### src/rtl/wb_write_queue.sv
// Writeback merge queue: accepts up to two register writes per cycle, retires one per cycle
// in program order onto the regfile port, and bypasses the youngest pending value to decode.
module wb_write_queue #(
  parameter int unsigned DEPTH = 4
) (
  input  logic        clk,
  input  logic        reset,
  input  logic        in0_valid,
  input  logic [4:0]  in0_addr,
  input  logic [31:0] in0_data,
  input  logic        in1_valid,
  input  logic [4:0]  in1_addr,
  input  logic [31:0] in1_data,
  output logic        in_ready,
  output logic        rf_w_en,
  output logic [4:0]  rf_w_addr,
  output logic [31:0] rf_w_data,
  input  logic [4:0]  fwd_ra1,
  input  logic [4:0]  fwd_ra2,
  output logic        fwd_hit1,
  output logic [31:0] fwd_data1,
  output logic        fwd_hit2,
  output logic [31:0] fwd_data2,
  output logic        empty
);

  localparam int unsigned PtrW = $clog2(DEPTH);
  localparam int unsigned CntW = PtrW + 1;

  logic [PtrW-1:0] head_q, head_d;
  logic [PtrW-1:0] tail_q, tail_d;
  logic [CntW-1:0] count_q, count_d;

  logic [4:0]  addr_q [DEPTH];
  logic [31:0] data_q [DEPTH];

  logic            st0, st1, drain;
  logic [PtrW-1:0] tail_p1;
  logic [PtrW-1:0] idx;

  // Readiness looks only at registered occupancy so it never depends on this cycle's drain.
  assign in_ready = (count_q <= CntW'(DEPTH - 2));
  assign empty    = (count_q == '0);
  assign drain    = !empty;

  // Writes to r0 are accepted but dropped.
  assign st0     = in0_valid && in_ready && (in0_addr != 5'd0);
  assign st1     = in1_valid && in_ready && (in1_addr != 5'd0);
  assign tail_p1 = tail_q + PtrW'(1);

  always_comb begin
    head_d  = head_q + PtrW'(drain);
    tail_d  = tail_q + PtrW'(st0) + PtrW'(st1);
    count_d = count_q + CntW'(st0) + CntW'(st1) - CntW'(drain);
  end

  always_ff @(posedge clk or negedge reset) begin
    if (!reset) begin
      head_q  <= '0;
      tail_q  <= '0;
      count_q <= '0;
    end else begin
      head_q  <= head_d;
      tail_q  <= tail_d;
      count_q <= count_d;
    end
  end

  // Entry payloads carry no reset; occupancy alone decides validity.
  always_ff @(posedge clk) begin
    if (st0) begin
      addr_q[tail_q] <= in0_addr;
      data_q[tail_q] <= in0_data;
    end
    if (st1) begin
      addr_q[st0 ? tail_p1 : tail_q] <= in1_addr;
      data_q[st0 ? tail_p1 : tail_q] <= in1_data;
    end
  end

  always_comb begin
    rf_w_en   = drain;
    rf_w_addr = 5'd0;
    rf_w_data = 32'd0;
    if (drain) begin
      rf_w_addr = addr_q[head_q];
      rf_w_data = data_q[head_q];
    end
  end

  // Walk oldest to youngest so the last match seen is the youngest one.
  always_comb begin
    fwd_hit1  = 1'b0;
    fwd_data1 = 32'd0;
    fwd_hit2  = 1'b0;
    fwd_data2 = 32'd0;
    idx       = head_q;
    for (int k = 0; k < DEPTH; k++) begin
      idx = head_q + PtrW'(k);
      if (CntW'(k) < count_q) begin
        if ((fwd_ra1 != 5'd0) && (addr_q[idx] == fwd_ra1)) begin
          fwd_hit1  = 1'b1;
          fwd_data1 = data_q[idx];
        end
        if ((fwd_ra2 != 5'd0) && (addr_q[idx] == fwd_ra2)) begin
          fwd_hit2  = 1'b1;
          fwd_data2 = data_q[idx];
        end
      end
    end
  end

endmodule

### config.mk
export PLATFORM = sky130hd
export DESIGN_NAME = wb_write_queue
export DESIGN_NICKNAME = d
export VERILOG_FILES = /design/src/rtl/wb_write_queue.sv
export SDC_FILE = /design/constraint.sdc
export NUM_CORES = 1
export LEC_CHECK = 0
export CORE_ASPECT_RATIO = 0.5
export CORE_MARGIN = 5
export CORE_UTILIZATION = 56
export DETAILED_ROUTE_END_ITERATION = 8
export PLACE_DENSITY = 0.86
export SYNTH_ARGS = -nofsm -noshare
export SYNTH_HDL_FRONTEND = slang
export SYNTH_SLANG_ARGS = --single-unit
export TNS_END_PERCENT = 100
### constraint.sdc
create_clock -name clk -period 3.95 [get_ports clk]
set_clock_uncertainty 0.15 [all_clocks]
set_input_delay 0.395 -clock clk [delete_from_list [all_inputs] [get_ports clk]]
set_output_delay 0.395 -clock clk [all_outputs]
set_load 0.01 [all_outputs]
* After elaboration in Yosys (flattened, before gate mapping) *
Memory sizes are Yosys's and may differ from the RTL's.
Index checks and enable logic that the tools add are counted.

word-level totals
  flip-flop bits (word level) = 7
  memory bits (writable) = 148
  input bits = 88
  output and inout port bits = 106
  logic and storage cells = 85
  memories = 2

operators by class
  add/sub/neg operators = 10
  magnitude comparators = 5
  eq/ne operators = 8
  mux-type cells = 39
  reduce and logical (&&, ||, !) cells = 18

memories
  name    depth  bits a word  rd ports  clocked after Yosys merged registers in  wr ports  line  RTL
  data_q  4      32           4         0                                        2         35    logic [31:0] data_q [DEPTH];
  addr_q  4      5            4         0                                        2         34    logic [4:0] addr_q [DEPTH];

operator list
  cell                   count
  $mux W32               17
  $eq A5 B5 Y1           8
  $mux W1                20
  $reduce_bool A5 Y1     4
  $logic_and A1 B1 Y1    12
  $add A2 B1 Y2          3
  $add A3 B1 Y3          2
  $lt A1 B3 Y1 const A   2
  $lt A2 B3 Y1 const A   2
  $mux W5                1
  $add A2 B1 Y2 const B  2
  $add A2 B2 Y2 const B  2
  $le A3 B2 Y1 const B   1
  $logic_not A3 Y1       1
  $sub A3 B1 Y3          1
  $mux W2                1
  $logic_not A1 Y1       1

* Depth between registers and ports, before layout *
An unclocked memory read counts as a cell.

  depth after elaboration = 11
  gate-level depth with buffers = 11
  mapped depth without buffers = 11

* Least setup slack after synthesis *
No wires, ideal clock.

  path type = register to register
  start point = reg count_q[1]
  end point = mem addr_q[0][0] (enable)
  setup time = 512 ps
  arrival time = 2969 ps
  data required time = 3288 ps
  setup slack = 319 ps
  stages on the path, launching flop included = 11
  path buffers = 3
  period minus slack after synthesis = 3631 ps
  cell sequence = dfrtp_1 > inv_1 > ha_1 > clkbuf_1 > o31ai_1 > nor3_1 > mux2_2 > nand2_1 > clkbuf_1 > buf_1 > nand2_1

RTL lines
  item                    line  RTL
  start, declared         32    logic [CntW-1:0] count_q, count_d;
  start signal, assigned  65    count_q <= count_d;
  end, declared           34

* Worst setup path after layout *
  start point = reg head_q[0]
  end point = out fwd_data1[17]

on the way
  longest elaborated chain between the ends = 11
  elaborated cells on any way between the ends = 21
  those cells by class = 3 x add/sub; 4 x eq/ne; 8 x mux; 4 x reduce/logical; 2 x memory

RTL lines
  item                                                    line  RTL
  start, declared                                         30    logic [PtrW-1:0] head_q, head_d;
  start signal, assigned                                  59    head_q <= '0;
  start signal, assigned                                  63    head_q <= head_d;
  branches (longest 10 deep; another with $mem_v2 Z4 W5)  n/a
  $mux W32 (*)                                            100   if (CntW'(k) < count_q) begin
  end, declared                                           21    output logic [31:0] fwd_data1,

Every way passes the cells marked *.

==> impl_results.md <==
* Synth area leader: edfxtp_1
* Pleak at around 6.5 nW
* Comb pwr share at 0.689
* Final period utilization at 1.055
* CORE AREA at 22,690 um^2
* Asr flop ratio synth at 0.04516
* CP Launch Type: flip-flop
* Antenna-violating nets left at 0
* DP Wirelength at around 29 mm
* CTS tree: done
* Worst endpoint required time at 3.40 ns
* Global-route wire length before repair at a little under 70 mm
* Worst R2R End: data_q[2][24]
* Yosys reg bits at 155
* CP peak stage delay at 0.56 ns
* Syn_nets at 1,360
* Hold bufs inserted after CTS at 0
* Worst-Skew Late Latency at 0.45 ns
* Highest clock rate at 240.0 MHz
* Via density at around 6.9
* Tot GR Track Use at 0.3368
* IO Port Bufs at slightly below 200
* Final Critical Period at ~4.2 ns
* RSZ-0062 raised after global routing: true
* Max VDD drop at ~0.00072 V
* Cell Area, Synth at 12,840 um^2
* Cts bufs inserted at 17
* Drt first pass iters at 8
* Combinational family with the most area after synthesis: multiplexers
* Reg2Reg Depth at 8
* Routed vias at 12.22k
* Die Span X at 224.1 um
* Mapped Cells at 1,261
* Xor-xnor portion of the synthesized cell area at 0.02729
* Routed WL at 47.22 mm
* Crit path kind: reg -> out
* Adder-cell share of the synthesized area at 0.01247
* Psw at approximately 6.6 mW
* Top Ports at roughly 190
* Initial antenna violation count at 1
* Total gr overflow at 0
* DRT iter0 DRCs at about 1.9k
* PnR worst setup slack at -0.2162 ns
* Buf/Inv on CP at 3
* HP Class: in -> async
* Area Overhead vs Synth at 30.08%
* Setup TNS at -0.3391 ns
* Slowest-stage cell, CP: or4_4
* Violated checks: DRC, setup timing
* Clk slew on worst S/H paths at 0.06 ns
* Pwr Density at between 800 and 900 nW/um^2
* Register area share after synthesis at 0.3598
* Overall Power at 14.33 mW
* Switch share at 0.4613
* Synth Area in Compound Gates at 0.1286
* Crit end category: primary output
* CP Cell Sequence: buf_6 -> mux4_2 -> xor2_1 -> or4_4 -> buf_12 -> nor3b_1 -> a31oi_1 -> a211oi_2 -> dlygate4sd2_1
* Largest net degree at the start of global routing at approximately 130
* Core Rows at 39
* Final Max Tran Viols at 0
* Seq pwr share at 0.199
* WHS at approximately 0.076 ns
* Final hold vios at 0
* Reg-to-Reg Start: count_q[2]
* Most common cell in the synthesized netlist: mux2_2
* Main synth FF type: edfxtp_1
* Die area at 26,240 um^2
* R2r setup slk at 0.58 ns
* Yosys warning count at 0
* Slew margin rel. at 0.4725
* Proportion of layout cells with a drive suffix above 1 at 0.3180
* Max Cap Viol at 0
* Pint at 7.718 mW
* Largest delay share family, worst path: simple AND/OR/NAND/NOR gates
* Sink Count at 155
* Vias in the first global route at 12.31k
* Post-synth EDFFs at 148
* Clock buffer depth at 2
* Outcome: finished, violations left
* Area contributors post-synth: edfxtp_1 35%, mux2_2 17%, mux2i_1 9.8%
* CTS root buf: clkbuf_16
* Area share of the leading cell type in the synthesized netlist at 0.3462
* Drc violations at 2
* Synth top cells by count: 189 x mux2_2, 148 x edfxtp_1, 126 x mux2i_1
* Simple-Gate Fraction of Synth Area at 0.1286
* Clk network pwr share at 0.112
* Syn_area_per_cell at 10.18 um^2
* Fin nets at 1,561
* H-tree depth at 4
* Count of different cell masters after synthesis at 51
* Final setup fails at 5
* Initial Utilization at 0.5658
* Routability cong. at about 0.96
* Arrival time worst endpoint at around 3.6 ns
* Crit-path max FO at 22
* Least-Margin Pin Slew at around 0.8 ns
* Vert. Die Dim at 117.1 um
* DR WL/cell at 26.48 um
* Post-synthesis mux area share at 0.2982
## state kept, by name, summed over array words and instances (netlist names)
signal,flops
tail_q,2
head_q,2
count_q,3
data_q,128
addr_q,20
## what timing repair did
action	in CTS	in global routing
pin swaps	13	14
endpoints found under the setup margin	66	62
buffers inserted	16	13
gates cloned	4	4
gates resized for setup	109	165
## cells by family (layout without fill, tap and decap cells)
kind of cell / after synthesis / count (layout)
AOI/OAI and AO/OA: 244 / 244
xor gates and xnor gates: 40 / 40
adders and majority gates: 11 / 11
buffers and inverters: 138 / 352
DFF: 155 / 155
muxes: 335 / 335
other: 0 / 1
and+or+nand+nor: 338 / 338
## power by group through the flow
stage	clock (mW)	sequential, mW	combinational [mW]
floorplan	0	2.72	5.67
global placement	0	2.81	8.89
detailed placement	0	2.87	9.16
CTS	1.59	2.82	9.28
global route	1.67	2.89	10.4
finish	1.60	2.85	9.88
## stage by stage
| step | instances | util | setup WS [ns] | cell area [um^2] |
|---|---|---|---|---|
| floorplan | 1261 | - | 0.3193 | 12840 |
| global placement | 1714 | 0.6834 | -0.03427 | 15510 |
| detailed placement | 1714 | 0.6834 | -0.1057 | 15510 |
| CTS | 1765 | 0.7215 | -0.1016 | 16370 |
| global route | 1783 | 0.7360 | -0.2172 | 16700 |
| finish | 1783 | 0.7360 | -0.2162 | 16700 |
## cells in the final DEF, fill, tap and decap left out, drive strengths merged, types with 68 or more instances in the layout
master	synthesis	final
nand2	99	99
mux2i	126	126
edfxtp	148	148
nor2	102	102
a21oi	91	91
mux2	190	190
buf	38	105
clkbuf	81	68
clkdlybuf4s50	0	127
## how the worst max path moves through the flow
stage,start,depth (start not counted),to,slack [ns]
after global routing,head_q[0],9,fwd_data1[17],-0.22
after floorplan,count_q[1],10,addr_q[0][0],0.32
after detailed placement,head_q[0],10,fwd_data2[3],-0.11
final,head_q[0],9,fwd_data1[17],-0.22
after global placement,head_q[0],10,fwd_data2[3],-0.03
after CTS,head_q[0],11,fwd_data2[20],-0.10
## layer usage
metal  GRT usage  vias up  wire, um
met1      0.4241     5866     17100
met2      0.5702      974     22380
met5           0        -         0
met4      0.1423        0      2112
met3     0.07775      212      5627
li1            -     5164         -
## layout make-up
cell class	count	area, um^2
inverter	19	73.82
multi-input combinational	968	8056
antenna	1	2.502
tap	307	384.1
clock inverter	13	118.9
fill	1493	5989
sequential	155	4627
timing repair buffer	301	3005
clock buffer	19	432.9
Power figures use the tool's default switching activity.
